`config.mk`:
```
export PLATFORM = sky130hd
export DESIGN_NAME = huffman_codebook_loader_flat
export DESIGN_NICKNAME = d
export VERILOG_FILES = /design/src/rtl/huffman_pkg.sv /design/src/rtl/huffman_codebook_loader_if.sv /design/src/rtl/huffman_codebook_loader_ack.sv /design/src/rtl/huffman_codebook_loader.sv /design/src/flat_wrapper.sv
export SDC_FILE = /design/constraint.sdc
export NUM_CORES = 1
export LEC_CHECK = 0
export ABC_AREA = 1
export BUFFER_PORTS_ARGS = -buffer_cell sky130_fd_sc_hd__clkbuf_2
export CORE_MARGIN = 2
export CORE_UTILIZATION = 54
export CTS_BUF_LIST = sky130_fd_sc_hd__clkbuf_16
export CTS_CLUSTER_SIZE = 16
export DETAILED_ROUTE_END_ITERATION = 8
export PLACE_DENSITY = 0.81
export SYNTH_ARGS = -nofsm -noshare
export SYNTH_HDL_FRONTEND = slang
export SYNTH_HIERARCHICAL = 1
export SYNTH_SLANG_ARGS = --single-unit
```
`constraint.sdc`:
```
create_clock -name clock -period 1.9 [get_ports clock]
set_clock_uncertainty 0.05 [all_clocks]
set_input_delay 0 -clock clock [delete_from_list [all_inputs] [get_ports clock]]
set_output_delay 0 -clock clock [all_outputs]
set_load 0.01 [all_outputs]
```
`src/rtl/huffman_pkg.sv`:
```
// Constants, loader FSM states and error codes shared by the Huffman encoder,
// decoder and codebook loader.
package huffman_pkg;

  localparam int SYM_W        = 8;
  localparam int CODE_W       = 16;
  localparam int LEN_W        = 5;
  localparam int MAX_CODE_LEN = 16;
  localparam int NUM_SYMBOLS  = 256;

  typedef enum logic [2:0] {
    IDLE,
    WAIT_ENTRY,
    DRIVE,
    RELEASE,
    FINISH,
    ERR
  } loader_state_e;

  typedef enum logic [1:0] {
    ERR_NONE  = 2'd0,
    ERR_COUNT = 2'd1,
    ERR_LEN   = 2'd2,
    ERR_ACK   = 2'd3
  } err_code_e;

  typedef struct packed {
    logic [SYM_W-1:0]  symbol;
    logic [CODE_W-1:0] code;
    logic [LEN_W-1:0]  length;
  } cb_entry_t;

  function automatic logic len_ok(input logic [LEN_W-1:0] len);
    return (len != '0) && (len <= LEN_W'(MAX_CODE_LEN));
  endfunction

endpackage

```
`src/rtl/huffman_codebook_loader_if.sv`:
```
// Entry stream (valid/ready) plus decoder load bus (level valid / ack).
// master = the loader, slave = software source and decoder side.
interface huffman_codebook_loader_if;

  logic                             entry_valid;
  logic                             entry_ready;
  logic [huffman_pkg::SYM_W-1:0]    entry_symbol;
  logic [huffman_pkg::CODE_W-1:0]   entry_code;
  logic [huffman_pkg::LEN_W-1:0]    entry_length;

  logic [huffman_pkg::SYM_W-1:0]    dec_load_symbol;
  logic [huffman_pkg::CODE_W-1:0]   dec_load_code;
  logic [huffman_pkg::LEN_W-1:0]    dec_load_length;
  logic                             dec_load_valid;
  logic                             dec_load_ack;

  modport master (
    input  entry_valid, entry_symbol, entry_code, entry_length, dec_load_ack,
    output entry_ready, dec_load_symbol, dec_load_code, dec_load_length, dec_load_valid
  );

  modport slave (
    output entry_valid, entry_symbol, entry_code, entry_length, dec_load_ack,
    input  entry_ready, dec_load_symbol, dec_load_code, dec_load_length, dec_load_valid
  );

endinterface

```
`src/rtl/huffman_codebook_loader_ack.sv`:
```
// huffman_ack_timer: loadable down-counter; o_expire is high once the count reaches zero.
module huffman_ack_timer #(
  parameter int TIMEOUT = 64
) (
  input  logic clock,
  input  logic reset,
  input  logic i_load,
  output logic o_expire
);

  localparam int W = $clog2(TIMEOUT + 1);

  logic [W-1:0] r_count;

  // Loading TIMEOUT-1 makes expire fire in the TIMEOUT-th cycle after the load edge.
  always_ff @(posedge clock or posedge reset) begin
    if (reset) begin
      r_count <= '0;
    end else if (i_load) begin
      r_count <= W'(TIMEOUT - 1);
    end else if (r_count != '0) begin
      r_count <= r_count - 1'b1;
    end
  end

  assign o_expire = (r_count == '0);

endmodule

```
`src/rtl/huffman_codebook_loader.sv`:
```
// Moves software codebook entries onto the decoder's edge-detected load handshake.
// Optional DUP_CHECK_EN: a seen-symbol bitmap rejects duplicate symbols and raises o_dup_error.
module huffman_codebook_loader
  import huffman_pkg::*;
#(
  parameter int MAX_ENTRIES = 256,
  parameter int ACK_TIMEOUT = 64
) (
  input  logic                      clock,
  input  logic                      reset,
  input  logic                      i_start,
  input  logic                      i_abort,
  input  logic [8:0]                i_num_entries,
  huffman_codebook_loader_if.master bus,
  output logic                      o_busy,
  output logic                      o_done,
  output logic                      o_codebook_ready,
  output logic                      o_error,
  output logic [1:0]                o_error_code,
  output logic [8:0]                o_loaded_count
`ifdef DUP_CHECK_EN
  ,
  output logic                      o_dup_error
`endif
);

  loader_state_e r_state;
  err_code_e     r_error_code;
  cb_entry_t     r_dec;
  logic [8:0]    r_num;
  logic [8:0]    r_loaded;
  logic          r_busy, r_done, r_cb_ready, r_error;
  logic          r_entry_ready, r_dec_valid, r_abort_pending;

  logic w_idle_like, w_bad_count, w_len_ok, w_dup, w_accept;
  logic w_go_drive, w_go_release, w_timer_load, w_expire;

  assign w_idle_like  = (r_state == IDLE) || (r_state == FINISH) || (r_state == ERR);
  assign w_bad_count  = (i_num_entries == '0) || (32'(i_num_entries) > MAX_ENTRIES);
  assign w_len_ok     = len_ok(bus.entry_length);
  assign w_accept     = (r_state == WAIT_ENTRY) && !i_abort && bus.entry_valid && r_entry_ready;
  assign w_go_drive   = w_accept && w_len_ok && !w_dup;
  assign w_go_release = (r_state == DRIVE) && bus.dec_load_ack;
  assign w_timer_load = w_go_drive || w_go_release;

`ifdef DUP_CHECK_EN
  logic [NUM_SYMBOLS-1:0] r_seen;
  logic                   r_dup_flag;

  assign w_dup = r_seen[bus.entry_symbol];

  always_ff @(posedge clock or posedge reset) begin
    if (reset) begin
      r_seen     <= '0;
      r_dup_flag <= 1'b0;
    end else if (w_idle_like && (i_start || i_abort)) begin
      r_seen     <= '0;
      r_dup_flag <= 1'b0;
    end else if (w_accept && w_len_ok) begin
      if (w_dup) r_dup_flag <= 1'b1;
      else       r_seen[bus.entry_symbol] <= 1'b1;
    end
  end

  assign o_dup_error = r_dup_flag;
`else
  assign w_dup = 1'b0;
`endif

  huffman_ack_timer #(
    .TIMEOUT (ACK_TIMEOUT)
  ) u_ack_timer (
    .clock    (clock),
    .reset    (reset),
    .i_load   (w_timer_load),
    .o_expire (w_expire)
  );

  always_ff @(posedge clock or posedge reset) begin
    if (reset) begin
      r_state         <= IDLE;
      r_error_code    <= ERR_NONE;
      r_dec           <= '0;
      r_num           <= '0;
      r_loaded        <= '0;
      r_busy          <= 1'b0;
      r_done          <= 1'b0;
      r_cb_ready      <= 1'b0;
      r_error         <= 1'b0;
      r_entry_ready   <= 1'b0;
      r_dec_valid     <= 1'b0;
      r_abort_pending <= 1'b0;
    end else begin
      r_done <= 1'b0;
      unique case (r_state)
        IDLE, FINISH, ERR: begin
          if (i_abort) begin
            r_state      <= IDLE;
            r_cb_ready   <= 1'b0;
            r_error      <= 1'b0;
            r_error_code <= ERR_NONE;
          end else if (i_start) begin
            r_loaded        <= '0;
            r_cb_ready      <= 1'b0;
            r_abort_pending <= 1'b0;
            if (w_bad_count) begin
              r_state      <= ERR;
              r_error      <= 1'b1;
              r_error_code <= ERR_COUNT;
            end else begin
              r_state       <= WAIT_ENTRY;
              r_num         <= i_num_entries;
              r_busy        <= 1'b1;
              r_entry_ready <= 1'b1;
              r_error       <= 1'b0;
              r_error_code  <= ERR_NONE;
            end
          end
        end
        WAIT_ENTRY: begin
          if (i_abort) begin
            r_state       <= IDLE;
            r_busy        <= 1'b0;
            r_entry_ready <= 1'b0;
          end else if (w_accept) begin
            r_entry_ready <= 1'b0;
            // Rejected entries are consumed but never reach the decoder.
            if (!w_len_ok || w_dup) begin
              r_state      <= ERR;
              r_busy       <= 1'b0;
              r_error      <= 1'b1;
              r_error_code <= w_len_ok ? ERR_ACK : ERR_LEN;
            end else begin
              r_dec       <= {bus.entry_symbol, bus.entry_code, bus.entry_length};
              r_dec_valid <= 1'b1;
              r_state     <= DRIVE;
            end
          end
        end
        DRIVE: begin
          if (i_abort) r_abort_pending <= 1'b1;
          if (bus.dec_load_ack) begin
            r_dec_valid <= 1'b0;
            r_state     <= RELEASE;
            if (r_loaded < r_num) r_loaded <= r_loaded + 9'd1;
          end else if (w_expire) begin
            r_dec_valid  <= 1'b0;
            r_state      <= ERR;
            r_busy       <= 1'b0;
            r_error      <= 1'b1;
            r_error_code <= ERR_ACK;
          end
        end
        RELEASE: begin
          // Ack must drop before the next entry so the decoder sees a fresh valid edge.
          if (!bus.dec_load_ack) begin
            r_abort_pending <= 1'b0;
            if (r_abort_pending || i_abort) begin
              r_state <= IDLE;
              r_busy  <= 1'b0;
            end else if (r_loaded == r_num) begin
              r_state    <= FINISH;
              r_busy     <= 1'b0;
              r_done     <= 1'b1;
              r_cb_ready <= 1'b1;
            end else begin
              r_state       <= WAIT_ENTRY;
              r_entry_ready <= 1'b1;
            end
          end else if (w_expire) begin
            r_state      <= ERR;
            r_busy       <= 1'b0;
            r_error      <= 1'b1;
            r_error_code <= ERR_ACK;
          end else if (i_abort) begin
            r_abort_pending <= 1'b1;
          end
        end
        default: r_state <= IDLE;
      endcase
    end
  end

  assign bus.entry_ready     = r_entry_ready;
  assign bus.dec_load_symbol = r_dec.symbol;
  assign bus.dec_load_code   = r_dec.code;
  assign bus.dec_load_length = r_dec.length;
  assign bus.dec_load_valid  = r_dec_valid;
  assign o_busy              = r_busy;
  assign o_done              = r_done;
  assign o_codebook_ready    = r_cb_ready;
  assign o_error             = r_error;
  assign o_error_code        = r_error_code;
  assign o_loaded_count      = r_loaded;

endmodule

```
`src/flat_wrapper.sv`:
```
// flat-port wrapper written by rule: the top's interface ports become plain ports
module huffman_codebook_loader_flat import huffman_pkg::*;
#(
  parameter int MAX_ENTRIES = 256,
  parameter int ACK_TIMEOUT = 64
)
  (clock, reset, i_start, i_abort, i_num_entries, o_busy, o_done, o_codebook_ready, o_error, o_error_code, o_loaded_count, bus_entry_valid, bus_entry_symbol, bus_entry_code, bus_entry_length, bus_dec_load_ack, bus_entry_ready, bus_dec_load_symbol, bus_dec_load_code, bus_dec_load_length, bus_dec_load_valid);
  huffman_codebook_loader_if bus_i ();
  input  logic clock;
  input  logic reset;
  input  logic i_start;
  input  logic i_abort;
  input  logic [8:0] i_num_entries;
  output logic o_busy;
  output logic o_done;
  output logic o_codebook_ready;
  output logic o_error;
  output logic [1:0] o_error_code;
  output logic [8:0] o_loaded_count;
  input wire logic [$bits(bus_i.entry_valid)-1:0] bus_entry_valid;
  input wire logic [$bits(bus_i.entry_symbol)-1:0] bus_entry_symbol;
  input wire logic [$bits(bus_i.entry_code)-1:0] bus_entry_code;
  input wire logic [$bits(bus_i.entry_length)-1:0] bus_entry_length;
  input wire logic [$bits(bus_i.dec_load_ack)-1:0] bus_dec_load_ack;
  output wire logic [$bits(bus_i.entry_ready)-1:0] bus_entry_ready;
  output wire logic [$bits(bus_i.dec_load_symbol)-1:0] bus_dec_load_symbol;
  output wire logic [$bits(bus_i.dec_load_code)-1:0] bus_dec_load_code;
  output wire logic [$bits(bus_i.dec_load_length)-1:0] bus_dec_load_length;
  output wire logic [$bits(bus_i.dec_load_valid)-1:0] bus_dec_load_valid;
  assign bus_i.entry_valid = bus_entry_valid;
  assign bus_i.entry_symbol = bus_entry_symbol;
  assign bus_i.entry_code = bus_entry_code;
  assign bus_i.entry_length = bus_entry_length;
  assign bus_i.dec_load_ack = bus_dec_load_ack;
  assign bus_entry_ready = bus_i.entry_ready;
  assign bus_dec_load_symbol = bus_i.dec_load_symbol;
  assign bus_dec_load_code = bus_i.dec_load_code;
  assign bus_dec_load_length = bus_i.dec_load_length;
  assign bus_dec_load_valid = bus_i.dec_load_valid;
  huffman_codebook_loader #(.MAX_ENTRIES(MAX_ENTRIES), .ACK_TIMEOUT(ACK_TIMEOUT)) u_core (.clock(clock), .reset(reset), .i_start(i_start), .i_abort(i_abort), .i_num_entries(i_num_entries), .bus(bus_i), .o_busy(o_busy), .o_done(o_done), .o_codebook_ready(o_codebook_ready), .o_error(o_error), .o_error_code(o_error_code), .o_loaded_count(o_loaded_count));
endmodule
```
# After elaboration in Yosys (flattened, before gate mapping)
# Index checks and enable logic that the tools add are counted.
[totals]
regBits = 66
inputBits = 44
out_inout_bits = 46
wordCells = 160
[classes]
n_addsub = 2
order_cmp = 3
eq_ne = 27
n_mux = 78
bitwise_logic = 2
reduce_logical = 33
[ops]
columns = ["cell", "count"]
rows = [
  ["$mux W1", 44],
  ["$mux W9", 4],
  ["$mux W3", 11],
  ["$ne A2 B2 Y1 const B", 12],
  ["$pmux W9 S2", 1],
  ["$mux W2", 8],
  ["$reduce_and A8 Y1", 2],
  ["$reduce_and A5 Y1", 3],
  ["$mux W7", 2],
  ["$ne A3 B3 Y1 const B", 4],
  ["$pmux W3 S4", 1],
  ["$reduce_and A4 Y1", 3],
  ["$add A9 B1 Y9 const B", 1],
  ["$eq A9 B9 Y1", 1],
  ["$gt A9 B9 Y1 const B", 1],
  ["$logic_not A9 Y1", 1],
  ["$lt A9 B9 Y1", 1],
  ["$pmux W1 S4", 2],
  ["$pmux W2 S4", 1],
  ["$reduce_bool A2 Y1", 4],
  ["$logic_not A7 Y1", 1],
  ["$reduce_and A7 Y1", 1],
  ["$reduce_bool A7 Y1", 1],
  ["$sub A7 B1 Y7 const B", 1],
  ["other kinds (19)", 34],
]

# Logic depth before layout (Yosys ltp)
# Gate-level depths: netlist of the first run.
[logic_depth]
word_depth = 7
ltp_mapped = 14
ltp_nobuf = 14

# Hierarchy
# Netlist of the first run, hierarchy kept.
[modules_own_cells]
columns = ["module", "n_inst", "cells_per_inst", "area_each_um2", "seq_area_each_um2"]
rows = [
  ["huffman_codebook_loader", 1, 440, 3303.2, 1476.4],
  ["huffman_ack_timer", 1, 53, 437.9, 175.2],
]

# Worst setup path before layout of the first run
# No wires, ideal clock.
[synth_path]
path_type = "register to register"
startpoint = "register u_core.r_state[1]"
endpoint = "register u_core.u_ack_timer.r_count[5]"
setup_ps = 65
t_arrival_ps = 1629
required_time_ps = 1785
path_slack_ps = 156
path_stages_with_launch = 13
path_buffers = 1
synth_period_minus_slack_ps = 1744
cell_sequence = "dfrtp_1 -> inv_2 -> nand3_2 -> nor2_4 -> nand3_2 -> inv_2 -> nand2_1 -> buf_2 -> nand2_1 -> inv_1 -> nand4_4 -> nand3_1 -> nand2_1"
[synth_between]
elab_chain_len = 7
word_cells_on_any_way = 10
cone_classes = "2 x eq/ne; 1 x mux; 7 x reduce/logical"
[synth_lines]
columns = ["element", "line_no", "text"]
rows = [
  ["start: declaration", "huffman_codebook_loader.sv:27", "loader_state_e r_state;"],
  ["start signal: assignment", "huffman_codebook_loader.sv:81", "r_state <= IDLE;"],
  ["start signal: assignment", "huffman_codebook_loader.sv:98", "r_state <= IDLE;"],
  ["start signal: assignment", "huffman_codebook_loader.sv:107", "r_state <= ERR;"],
  ["$eq A3 B1 Y1", "huffman_codebook_loader.sv:41", "assign w_accept = (r_state == WAIT_ENTRY) && !i_abort && bus.entry_valid && r_entry_ready;"],
  ["$logic_and A1 B1 Y1 (3 in series)", "huffman_codebook_loader.sv:41", ""],
  ["$logic_and A1 B1 Y1", "huffman_codebook_loader.sv:42", "assign w_go_drive = w_accept && w_len_ok && !w_dup;"],
  ["$logic_or A1 B1 Y1 *", "huffman_codebook_loader.sv:44", "assign w_timer_load = w_go_drive || w_go_release;"],
  ["named net u_core.w_timer_load", "huffman_codebook_loader.sv:36", "logic w_go_drive, w_go_release, w_timer_load, w_expire;"],
  ["$mux W7 / $reduce_bool A2 Y1 (equally long branches)", "--", ""],
  ["end signal: assignment", "huffman_codebook_loader_ack.sv:20", "r_count <= W'(TIMEOUT - 1);"],
  ["end signal: assignment", "huffman_codebook_loader_ack.sv:22", "r_count <= r_count - 1'b1;"],
  ["end: declaration", "huffman_codebook_loader_ack.sv:13", "logic [W-1:0] r_count;"],
]
# The timed path passes the listed nets; every way through them passes the cells marked *.
# A chain may end at the register's enable or synchronous reset.

# Final worst setup path of the first run
[layout_path]
startpoint = "register u_core.r_loaded[3], in the netlist u_core/o_loaded_count[3]"
endpoint = "register u_core.r_state[2]"
[layout_between]
elab_chain_len = 5
[layout_lines]
columns = ["element", "line_no", "text"]
rows = [
  ["start: declaration", "huffman_codebook_loader.sv:31", "logic [8:0] r_loaded;"],
  ["start signal: assignment", "huffman_codebook_loader.sv:145", "if (r_loaded < r_num) r_loaded <= r_loaded + 9'd1;"],
  ["$eq A9 B9 Y1", "huffman_codebook_loader.sv:161", "end else if (r_loaded == r_num) begin"],
  ["$mux W3", "huffman_codebook_loader.sv:161", ""],
  ["$mux W3", "huffman_codebook_loader.sv:158", "if (r_abort_pending || i_abort) begin"],
  ["$mux W3", "huffman_codebook_loader.sv:156", "if (!bus.dec_load_ack) begin"],
  ["$pmux W3 S4", "huffman_codebook_loader.sv:95", "unique case (r_state)"],
  ["end signal: assignment", "huffman_codebook_loader.sv:98", ""],
  ["end signal: assignment", "huffman_codebook_loader.sv:159", "r_state <= IDLE;"],
  ["end signal: assignment", "huffman_codebook_loader.sv:162", "r_state <= FINISH;"],
]
# No other way between the ends.

==> out/summary.md, run 1 <==
Synth
• 36 — number of distinct library cell variants in the gate-level netlist after synthesis
• 549 — Post-Synthesis Net Count
• 44.1% — part of the Yosys area used for sequential elements
• 6 — Synth warnings
• 44.1% — share of the synthesized area in the top cell type
• 0 — number of enable-type register cells in the synthesized netlist
• sky130_fd_sc_hd__nand2_1 — cell with the most instances after synthesis
• 3740 sq um — Post-Synthesis Cell Area
• 493 — synthesized netlist cell count
• sky130_fd_sc_hd__dfrtp_1 — cell taking the most area after synthesis
• sky130_fd_sc_hd__dfrtp_1 (44%), sky130_fd_sc_hd__nand2_1 (17%), sky130_fd_sc_hd__nand3_1 (7.5%) — cells taking the most area after synthesis
• 100% — share of synthesized registers carrying an async set or reset
• 66 — flops & latches, synth
• 7.59 sq um — Mean Syn Cell Area
• sky130_fd_sc_hd__nand2_1 (169), sky130_fd_sc_hd__dfrtp_1 (66), sky130_fd_sc_hd__nand3_1 (56) — most used standard cells in the synthesized netlist
• sky130_fd_sc_hd__dfrtp_1 — most used flip-flop cell after synthesis

Status
• complete, no violations — run status

Timing
• 540 ps — Least-Margin Pin Slew
• 0 — final hold viol count
• 63.9% — Rel. slew slack
• 0 — Setup-failing EPs final
• 98.7% — period utilisation layout
• 0.533 GHz — highest clock rate
• 1870 ps — crit path time final
• 64.1 ps — smallest hold slack
• 0 — final count of pins violating max slew

Place
• 6750 um — post-detail-place hpwl
• 0.974 — Placer Congestion
• 666 — DP Cell Count
• 89 — total of buffers placed on input and output ports

Worst setup path
• sky130_fd_sc_hd__nand2_1 — most used cell, CP
• ha_1 -> nand2_1 -> nor2_1 -> nand3_1 -> nor3_2 -> nor2_1 -> nand2_1 -> nand2_1 -> nand2_1 — list of cells traversed by the critical path
• flip-flop — kind of launch point of the worst setup path
• flip-flop — CP Capture Type
• u_core/o_loaded_count[3]$_DFFE_PP0P_ — worst r2r src
• sky130_fd_sc_hd__dfrtp_1 — Critical Path Slowest Stage Cell
• 5 — peak fanout along the critical path
• flip-flop to flip-flop — path type of the worst setup path
• simple AND/OR/NAND/NOR gates — largest delay contributor family on the critical path
• 9 — logic depth of the worst path, buffers included
• u_core/r_state[2]$_DFFE_PP0P_ — r2r endpoint
• u_core/r_state[2]$_DFFE_PP0P_ — endpoint of the worst setup timing path
• 2090 ps — data arrival time of the worst path
• 30 ps — FF-to-FF setup slack
• 2110 ps — CP Data Required Time
• 9 — R2R depth
• u_core/o_loaded_count[3]$_DFFE_PP0P_ — Critical Path Source
• 0 — buffers plus inverters on the worst setup path
• 430 ps — largest stage delay on the critical path

Pwr
• 7.04 mW — Total Power
• 2.88 nW — Static Leak
• 42.2% — Logic pwr share
• 1390 nW/um^2 — Pwr per Cell Area
• 2.94 mW — Net Sw Power
• 0.863 mV — maximum resistive drop on vdd
• 41.7% — fraction of power spent switching nets
• 24.5% — Clock power frac
• 4.10 mW — total internal power
• 33.2% — sequential fraction of design power

Clock tree
• 9 — number of CTS-inserted buffers
• 60 ps — clock transition at the registers of the reported paths
• 66 — CTS sink count
• sky130_fd_sc_hd__clkbuf_16 — clock tree root buffer cell
• 3 — maximum level of the CTS H-tree
• 330 ps — clock latency reported for the late side of the worst-skew pair
• yes — clock tree from TritonCTS
• 2 — number of buffers between clock root and the deepest sink

Drt
• 3,834 — overall via count from detail_route
• 14.8 um — routed wirelength normalized by instance count
• 0 — DRC violation count after routing
• 0 — Antenna Violating Nets Remaining
• 250 — Detailed Route Iter0 Violations
• 5 — number of detailed-route iterations in the first pass
• 5.29 — mean number of vias per cell
• 10,700 um — Routed Wire Length

Hold path
• primary input to flip-flop — path category of the worst min-delay check

Finish
• 501 — number of filler instances in the final layout
• 35.9% — area grow syn2layout
• 696 — number of nets in the final layout
• 1650 sq um — Sequential Area
• 725 — count of placed standard cells in the final layout, fillers left out
• 1820 sq um — combined area of the multi-input logic cells
• 0 — number of inserted diodes
• 25.9% — share of post-route cells with drive strength above 1

Floorplan
• 87.2 um — overall die width
• 90 — num ports
• 55.4% — Initial Util
• 6760 sq um — core area
• 7610 sq um — Total Die Area
• 30 — # rows
• 87.2 um — DIE HEIGHT

Global routing
• 36 — pin count of the biggest net entering global routing
• 0 — total global routing overflow
• 3,877 — via count of the first global-routing pass
• 0 — antenna violations before repair
• 17,700 um — first-pass GRT wire length
• 29.7% — GR Util All Layers

Flow run
• 0 — number of max-cap violations

-- layout make-up --
class	count	area share, %
multi-input combinational	361	35.7
sequential	66	32.5
timing repair buffer	147	19.5
clock buffer	9	4.43
inverter	55	4.11
tap	80	1.97
clock inverter	7	1.65
-- power by group through the flow --
stage | clock, mW | sequential [mW] | combinational [mW]
final | 1.73 | 2.34 | 2.97
after global routing | 1.81 | 2.40 | 3.34
after CTS | 1.73 | 2.32 | 2.82
after detailed placement | 0 | 2.32 | 2.75
after global placement | 0 | 2.31 | 2.64
after floorplan | 0 | 2.43 | 1.76
-- per-layer routing --
metal	global-route usage (%)	vias up	part of all wire, %
li1	-	1867	-
met1	36.1	1775	41
met2	51.9	169	51
met3	5.69	23	6.3
met4	11.5	0	2.1
met5	0	-	0
-- worst min-delay path: cells and delay by family --
kind | cells | cell delay (ps)
AOI/OAI and AO/OA | 1 | 110
buffers and inverters | 1 | 130
and+or+nand+nor | 1 | 160
-- metrics by stage --
step / worst slack (ps) / utilization (%) / cell area, sq um / setup TNS, ps
2_1_floorplan: 156 / - / 3740 / 0
3_3_place_gp: 126 / 64.1 / 4330 / 0
3_5_place_dp: 42.0 / 64.1 / 4330 / 0
4_1_cts: 26.0 / 74.6 / 5040 / 0
5_1_grt: -84.0 / 75.2 / 5080 / -184
6_report: 25.2 / 75.2 / 5080 / 0
-- cell families (layout without fill, tap and decap cells) --
| kind of cell | after synthesis | in the layout | share of synthesized area, % |
|---|---|---|---|
| compound gates | 36 | 36 | 6.19 |
| xor+xnor | 1 | 1 | 0.234 |
| fa+ha+maj | 12 | 12 | 4.01 |
| buf+inv | 66 | 218 | 7.69 |
| flops | 66 | 66 | 44.1 |
| simple gates | 312 | 312 | 37.7 |
-- layout by cell type, fill, tap and decap left out, drive strengths merged, types with 13 or more instances in the layout --
cell type	count
a21oi	18
buf	18
clkbuf	98
dfrtp	66
dlygate4sd3	40
inv	58
nand2	178
nand3	59
nor2	57
o21ai	13
-- flip-flops by register name (all words and copies together), names as in the netlist --
signal / count
u_core/u_ack_timer/r_count: 7
u_core/o_codebook_ready: 1
u_core/r_state: 3
u_core/bus.dec_load_length: 5
u_core/r_num: 9
u_core/bus.dec_load_symbol: 8
u_core/bus.dec_load_valid: 1
u_core/o_busy: 1
u_core/o_error: 1
u_core/o_done: 1
u_core/o_loaded_count: 9
u_core/o_error_code: 2
u_core/bus.entry_ready: 1
u_core/bus.dec_load_code: 16
u_core/r_abort_pending: 1
-- how the worst min path moves through the flow --
stage	start	end	slack [ps]	depth (start not counted)
5_1_grt	bus_dec_load_ack	u_core/r_state[1]$_DFFE_PP0P_	110	3
3_3_place_gp	reset	u_core/u_ack_timer/r_count[4]$_DFFE_PP0P_	-100	2
6_report	bus_dec_load_ack	u_core/r_state[1]$_DFFE_PP0P_	60	3
2_1_floorplan	reset	u_core/u_ack_timer/r_count[0]$_DFFE_PP0P_	-250	1
4_1_cts	bus_dec_load_ack	u_core/r_state[1]$_DFFE_PP0P_	60	3
3_5_place_dp	reset	u_core/u_ack_timer/r_count[2]$_DFFE_PP0P_	-100	2
-- what timing repair did --
item,in CTS,in global routing
gates resized for setup,0,9
endpoints found under the hold margin,70,0
endpoints found under the setup margin,0,18
hold buffers,40,0
buffers inserted,0,3
Power figures use the tool's default switching activity.
==> run 2: changes to the inputs <==
ABC_AREA = not set   (was 1)
CORE_UTILIZATION = 53   (was 54)
GPL_TIMING_DRIVEN = 1   (was not set)
REMOVE_ABC_BUFFERS = 1   (was not set)
==> run 2 against run 1 <==
Compared with the run above:
- the flow now finishes with violations (negative setup slack)
- worst setup slack got worse by 500 ps
- combinational power increased by 13%
- critical path depth shrank 1
- first-iteration DRC count rose by 86%
- synthesized cell count is 37% lower
- wire length rose by 9.9%
- core utilization increased by 6.2 points
- hold slack gained 34 ps
- clock power about the same
- largest cell class unchanged
==> out/summary.md, run 2 <==
Status
• finished, violations left — run status
• negative setup slack — violations in the final reports

Place
• 6380 um — post-detail-place hpwl, -5.5%
• 0.942 — Placer Congestion, -3.2%
• 507 — DP Cell Count, -24%
• 89 — total of buffers placed on input and output ports, unchanged
• 4280 sq um — post-placement cell area, -1.3%

Worst setup path
• 8 — R2R depth, -1
• flip-flop to flip-flop — path type of the worst setup path
• u_core/o_loaded_count[0]$_DFFE_PP0P_ — endpoint of the worst setup timing path
• 2060 ps — CP Data Required Time, -50 ps
• u_core/o_loaded_count[0]$_DFFE_PP0P_ — r2r endpoint
• 2 — buffers plus inverters on the worst setup path, +2
• compound AO/OA/AOI/OAI gates — largest delay contributor family on the critical path
• flip-flop — kind of launch point of the worst setup path
• u_core/o_loaded_count[2]$_DFFE_PP0P_ — Critical Path Source
• 540 ps — largest stage delay on the critical path, +110 ps
• 6 — peak fanout along the critical path, +1
• 2540 ps — data arrival time of the worst path, +450 ps
• 8 — logic depth of the worst path, buffers included, -1
• sky130_fd_sc_hd__buf_6 — most used cell, CP
• flip-flop — CP Capture Type
• ha_4 -> a21oi_1 -> o21ai_0 -> a211oi_4 -> buf_6 -> buf_6 -> and3_4 -> mux2_4 — list of cells traversed by the critical path
• -480 ps — FF-to-FF setup slack, -500 ps
• sky130_fd_sc_hd__o21ai_0 — Critical Path Slowest Stage Cell
• u_core/o_loaded_count[2]$_DFFE_PP0P_ — worst r2r src

Clock tree
• 330 ps — clock latency reported for the late side of the worst-skew pair, about the same
• 9 — number of CTS-inserted buffers, unchanged
• 3 — maximum level of the CTS H-tree, unchanged
• sky130_fd_sc_hd__clkbuf_16 — clock tree root buffer cell
• 66 — CTS sink count, unchanged
• 2 — number of buffers between clock root and the deepest sink, unchanged
• yes — clock tree from TritonCTS
• 60 ps — clock transition at the registers of the reported paths, about the same

Global routing
• 6.61% — met3 usage, +0.93 points
• 29.4% — GR Util All Layers, -0.24 points
• 3,425 — via count of the first global-routing pass, -12%
• 34.9% — met1 layer usage reported by global route, -1.3 points
• 50.4% — GR met2 Demand/Resource, -1.5 points
• 35 — pin count of the biggest net entering global routing, -2.8%
• met2 — global route hottest layer
• 16,500 um — first-pass GRT wire length, -6.8%
• 0 — total global routing overflow, unchanged
• 0 — antenna violations before repair, unchanged

Floorplan
• 85.3 um — DIE HEIGHT, -2.3%
• 7270 sq um — Total Die Area, -4.5%
• 90 — num ports, unchanged
• 6390 sq um — core area, -5.5%
• 85.3 um — overall die width, -2.3%
• 29 — # rows, -3.3%
• 54.8% — Initial Util, -0.57 points

Synth
• 4.58% — adder-cell area share of the yosys netlist, +0.56 points
• 100% — share of synthesized registers carrying an async set or reset, unchanged
• sky130_fd_sc_hd__dfrtp_1 (47%), sky130_fd_sc_hd__mux2_4 (12%), sky130_fd_sc_hd__ha_1 (4.3%) — cells taking the most area after synthesis
• 11.2 sq um — Mean Syn Cell Area, +47%
• 13.0% — compound-cell area share of the yosys netlist, +6.8 points
• 66 — flops & latches, synth, unchanged
• 13.7% — simple-gate portion of the synthesized area, -24 points
• sky130_fd_sc_hd__dfrtp_1 — cell with the most instances after synthesis
• multiplexers — main combinational cell family by area after synthesis
• sky130_fd_sc_hd__dfrtp_1 — cell taking the most area after synthesis
• 313 — synthesized netlist cell count, -37%
• 57 — number of distinct library cell variants in the gate-level netlist after synthesis, +58%
• 16.4% — multiplexer share of the synthesized area, +16 points
• 6 — Synth warnings, unchanged
• 3500 sq um — Post-Synthesis Cell Area, -6.5%
• sky130_fd_sc_hd__dfrtp_1 — most used flip-flop cell after synthesis
• 47.2% — share of the synthesized area in the top cell type, +3.0 points
• 0.751% — area share of xor/xnor cells in the synthesized design, +0.52 points
• sky130_fd_sc_hd__dfrtp_1 (66), sky130_fd_sc_hd__mux2_4 (28), sky130_fd_sc_hd__inv_1 (21) — most used standard cells in the synthesized netlist
• 0 — number of enable-type register cells in the synthesized netlist, unchanged
• 47.2% — part of the Yosys area used for sequential elements, +3.0 points

Timing
• 0 — final count of pins violating max slew, unchanged
• 125% — period utilisation layout, +27 points
• 55.6% — Rel. slew slack, -8.4 points
• 2380 ps — crit path time final, +504 ps
• yes — setup repair after global routing missed its margin
• 0 — final hold viol count, unchanged
• 0.420 GHz — highest clock rate, -21%
• 659 ps — Least-Margin Pin Slew, +119 ps
• -479 ps — crit path setup slack, layout, -504 ps
• 98.5 ps — smallest hold slack, +34.4 ps
• 41 — Setup-failing EPs final, +41

Drt
• 465 — Detailed Route Iter0 Violations, +86%
• 3,508 — overall via count from detail_route, -8.5%
• 20.7 um — routed wirelength normalized by instance count, +40%
• 6 — number of detailed-route iterations in the first pass, +1
• 6.18 — mean number of vias per cell, +17%
• 0 — Antenna Violating Nets Remaining, unchanged
• 0 — DRC violation count after routing, unchanged
• 11,800 um — Routed Wire Length, +9.9%

Finish
• 44.8% — share of post-route cells with drive strength above 1, +19 points
• 5200 sq um — final instance area, +2.3%
• sky130_fd_sc_hd__clkbuf_2 (89), sky130_fd_sc_hd__dfrtp_1 (66), sky130_fd_sc_hd__dlygate4sd3_1 (39), sky130_fd_sc_hd__buf_4 (39), sky130_fd_sc_hd__mux2_4 (30) — commonest cells after routing, fill and taps aside
• sky130_fd_sc_hd__clkbuf_2 — most common cell after layout, fill and taps aside
• 16 — flip-flop count of the largest register, all copies and words added, unchanged
• 48.6% — area grow syn2layout
• 542 — number of nets in the final layout, -22%
• 568 — count of placed standard cells in the final layout, fillers left out, -22%
• 0 — number of inserted diodes, unchanged

Pwr
• 1440 nW/um^2 — Pwr per Cell Area, +3.6%
• 1.04 mV — maximum resistive drop on vdd, +20%
• 36.0% — fraction of power spent switching nets, -5.7 points
• 23.3% — Clock power frac, -1.2 points
• 4.78 mW — total internal power, +16%
• 2.61 nW — Static Leak, -9.3%
• 31.6% — sequential fraction of design power, -1.6 points
• 45.0% — Logic pwr share, +2.8 points
• 2.69 mW — Net Sw Power, -8.5%
• 7.47 mW — Total Power, +6.0%

Hold path
• primary input to flip-flop — path category of the worst min-delay check

Flow run
• 0 — number of max-cap violations, unchanged

## run 2: repair_timing
| action | 4_1_cts | 5_1_grt |
|---|---|---|
| hold endpoints to repair | 70 | 0 |
| endpoints found under the setup margin | 17 | 39 |
| hold buffers | 39 | 0 |
| pin swaps | 12 | 17 |
| buffers inserted | 2 | 5 |
| resized for setup | 24 | 20 |
## run 2: how the worst min path moves through the flow
stage | startpoint | slack, ps | to | cells past startpoint
4_1_cts | bus_entry_valid | 80 | u_core/bus.dec_load_valid$_DFFE_PP0P_ | 4
6_report | bus_dec_load_ack | 100 | u_core/o_loaded_count[3]$_DFFE_PP0P_ | 3
3_5_place_dp | reset | -90 | u_core/u_ack_timer/r_count[3]$_DFFE_PP0P_ | 2
2_1_floorplan | reset | -250 | u_core/u_ack_timer/r_count[0]$_DFFE_PP0P_ | 1
3_3_place_gp | reset | -100 | u_core/u_ack_timer/r_count[3]$_DFFE_PP0P_ | 2
5_1_grt | bus_entry_valid | 100 | u_core/bus.dec_load_valid$_DFFE_PP0P_ | 4
## run 2: logic make-up after synthesis
group,Yosys count
xor gates and xnor gates,3
adders and majority gates,13
AOI/OAI and AO/OA,70
and+or+nand+nor,88
DFF,66
buffers and inverters,31
muxes,42
## run 2: area by class of cell
class / count / area (sq um)
Clock buffer: 9 / 225
Inverter: 21 / 78.8
Sequential cell: 66 / 1650
Multi-Input combinational cell: 216 / 1860
Tap cell: 77 / 96.3
Timing Repair Buffer: 172 / 1200
Clock inverter: 7 / 85.1
Fill cell: 351 / 1190
## run 2: worst min-delay path: cells and delay by family
| family | cells | cell delay, ps |
|---|---|---|
| compound gates | 1 | 60 |
| simple gates | 1 | 140 |
| buf+inv | 1 | 230 |
## run 2: power by group through the flow
stage | Combinational (mW) | Sequential [mW] | Clock [mW]
finish | 3.36 | 2.36 | 1.74
global route | 3.58 | 2.41 | 1.83
CTS | 2.95 | 2.33 | 1.74
detailed placement | 2.77 | 2.32 | 0
global placement | 2.66 | 2.29 | 0
floorplan | 1.45 | 2.51 | 0
## run 2: metrics by stage
stage	setup WS (ps)	setup TNS, ps	util [%]
after floorplan	-552	-23380	-
after global placement	-239	-2020	67.0
after detailed placement	-318	-2710	67.0
after CTS	-159	-1200	79.2
after global routing	-540	-8970	81.4
final	-479	-4890	81.4
## run 2: layer usage
metal / vias up / wire length, um
li1: 1479 / -
met1: 1694 / 4160
met2: 266 / 5920
met3: 69 / 995
met4: 0 / 693
met5: - / 0
==> run 3: changes to the inputs <==
SETUP_SLACK_MARGIN = 0.3   (was not set)
==> run 3 against run 2 <==
Compared with the run above:
- the flow still finishes with violations (negative setup slack)
- register-to-register slack got worse by 50 ps
- power rose by 11%
- hold slack improved by 11 ps
- core utilization rose by 6.5 points
- maximum frequency fell by 2.0%
- first-iteration DRC count rose by 6.2%
- non-clock buffer count rose by 23
- critical path depth rose by 2
==> out/summary.md, run 3 (synthesis gave the netlist of run 2 again) <==
Flow run
• 0 — number of max-cap violations, unchanged

Hold path
• 3 — number of stages on the worst hold path, unchanged
• u_core/o_loaded_count[3]$_DFFE_PP0P_ — hold path endpoint
• bus_dec_load_ack — Hold Path Origin
• primary input to flip-flop — path category of the worst min-delay check

Drt
• 0 — Antenna Violating Nets Remaining, unchanged
• 3,922 — overall via count from detail_route, +12%
• 494 — Detailed Route Iter0 Violations, +6.2%
• 15,500 um — Routed Wire Length, +32%
• 6.64 — mean number of vias per cell, +7.5%
• 0 — DRC violation count after routing, unchanged
• 8 — number of detailed-route iterations in the first pass, +2
• 26.2 um — routed wirelength normalized by instance count, +26%

Global routing
• 19,600 um — first-pass GRT wire length, +19%
• 3,744 — via count of the first global-routing pass, +9.3%
• 0 — total global routing overflow, unchanged
• 35.7% — GR Util All Layers, +6.2 points
• 0 — antenna violations before repair, unchanged
• 35 — pin count of the biggest net entering global routing, unchanged

Timing
• 0 — final hold viol count, unchanged
• yes — setup repair after global routing missed its margin
• 0.412 GHz — highest clock rate, -2.0%
• 2430 ps — crit path time final, +48.6 ps
• 47 — Setup-failing EPs final, +15%
• 0 — final count of pins violating max slew, unchanged
• -527 ps — crit path setup slack, layout, -48.6 ps
• 60.3% — Rel. slew slack, +4.7 points
• 595 ps — Least-Margin Pin Slew, -64.4 ps
• 109 ps — smallest hold slack, +10.6 ps
• 128% — period utilisation layout, +2.6 points
• -5370 ps — setup TNS, -481 ps

Pwr
• 2.79 nW — Static Leak, +6.8%
• 1.25 mV — maximum resistive drop on vdd, +20%
• 1470 nW/um^2 — Pwr per Cell Area, +2.5%

Worst setup path
• u_core/r_num[7]$_DFFE_PP0P_ — Critical Path Source
• sky130_fd_sc_hd__buf_6 — most used cell, CP
• -530 ps — FF-to-FF setup slack, -50 ps
• flip-flop — kind of launch point of the worst setup path
• sky130_fd_sc_hd__dfrtp_1 — Critical Path Slowest Stage Cell
• flip-flop to flip-flop — path type of the worst setup path
• inv_1 -> ha_4 -> and4_4 -> and3b_2 -> a211oi_4 -> buf_6 -> buf_6 -> a41oi_2 -> o21ai_1 -> o31ai_1 — list of cells traversed by the critical path
• u_core/r_num[7]$_DFFE_PP0P_ — worst r2r src
• 6 — peak fanout along the critical path, unchanged
• 410 ps — largest stage delay on the critical path, -130 ps
• flip-flop — CP Capture Type
• u_core/o_loaded_count[4]$_DFFE_PP0P_ — r2r endpoint
• 2040 ps — CP Data Required Time, -20 ps
• 2570 ps — data arrival time of the worst path, +30 ps
• 10 — R2R depth, +2

Clock tree
• yes — clock tree from TritonCTS
• 330 ps — clock latency reported for the late side of the worst-skew pair, about the same
• 2 — number of buffers between clock root and the deepest sink, unchanged
• 66 — CTS sink count, unchanged
• 9 — number of CTS-inserted buffers, unchanged
• 3 — maximum level of the CTS H-tree, unchanged
• 60 ps — clock transition at the registers of the reported paths, about the same
• sky130_fd_sc_hd__clkbuf_16 — clock tree root buffer cell

Floorplan
• 7270 sq um — Total Die Area, unchanged
• 6390 sq um — core area, unchanged
• 85.3 um — overall die width, unchanged
• 90 — num ports, unchanged
• 54.8% — Initial Util, unchanged
• 85.3 um — DIE HEIGHT, unchanged
• 29 — # rows, unchanged

Status
• finished, violations left — run status
• negative setup slack — violations in the final reports

Finish
• 259 — number of filler instances in the final layout, -26%
• 16 — flip-flop count of the largest register, all copies and words added, unchanged
• 1980 sq um — combined area of the multi-input logic cells, +6.6%
• 565 — number of nets in the final layout, +4.2%
• 1650 sq um — Sequential Area, +0.15%
• 60.5% — area grow syn2layout
• sky130_fd_sc_hd__clkbuf_2 — most common cell after layout, fill and taps aside
• 0 — number of inserted diodes, unchanged
• 52.1% — share of post-route cells with drive strength above 1, +7.3 points
• 5620 sq um — final instance area, +8.0%
• sky130_fd_sc_hd__clkbuf_2 (89), sky130_fd_sc_hd__dfrtp_1 (64), sky130_fd_sc_hd__buf_4 (49) — commonest cells after routing, fill and taps aside

Place
• 89 — total of buffers placed on input and output ports, unchanged
• 6380 um — post-detail-place hpwl, unchanged
• -318 ps — post-placement worst setup slack, unchanged
• 4280 sq um — post-placement cell area, unchanged
• 0.942 — Placer Congestion, unchanged

-- run 3: timing repair --
item	4_1_cts	5_1_grt
hold buffers	39	0
hold endpoints to repair	70	0
setup buffers	19	7
resized for setup	56	37
cloned	2	1
pin swaps	26	20
endpoints found under the setup margin	66	66
-- run 3: per-layer routing --
metal,global-route usage (%),up-vias,part of all wire (%)
met1,40.8,1841,32
met3,7.68,163,11
met5,0,-,0
li1,-,1530,-
met2,62.6,388,48
met4,18.3,0,9.1
-- run 3: through the flow --
step	utilization [%]	power, mW	instances
2_1_floorplan	-	3.96	303
3_3_place_gp	67.0	4.95	507
3_5_place_dp	67.0	5.09	507
4_1_cts	84.3	7.37	583
5_1_grt	88.0	8.50	591
6_report	88.0	8.27	591
-- run 3: final cells by class --
cell class                 count  share of cell area, %
multi-input combinational    216                   35.3
clock buffer                   9                   4.01
timing repair buffer         195                   26.5
sequential                    66                   29.4
inverter                      21                   1.54
clock inverter                 7                   1.51
tap                           77                   1.72
-- run 3: worst max-delay path, delay by kind of cell (launching register included) --
kind / cells / cell delay (ps)
AO/OA/AOI/OAI: 4 / 750
AND/OR/NAND/NOR: 2 / 380
adder cells (fa/ha/maj): 1 / 240
flip-flops: 1 / 410
buffers and inverters: 3 / 440
-- run 3: how the worst max path moves through the flow --
stage / endpoint / slack [ps] / cells after the start
after detailed placement: u_core/o_busy$_DFFE_PP0P_ / -320 / 9
after global placement: u_core/o_loaded_count[3]$_DFFE_PP0P_ / -240 / 8
after floorplan: u_core/bus.dec_load_code[0]$_DFFE_PP0P_ / -550 / 6
final: u_core/o_loaded_count[4]$_DFFE_PP0P_ / -530 / 10
after CTS: u_core/o_busy$_DFFE_PP0P_ / -160 / 7
after global routing: u_core/o_loaded_count[4]$_DFFE_PP0P_ / -540 / 10
-- run 3: power breakdown --
group / switching, mW / total, mW / leakage, nW / internal [mW]
clock: 0.641 / 1.78 / 0.156 / 1.13
combinational: 2.07 / 4.04 / 1.80 / 1.96
sequential: 0.492 / 2.45 / 0.837 / 1.96
total: 3.21 / 8.27 / 2.79 / 5.06
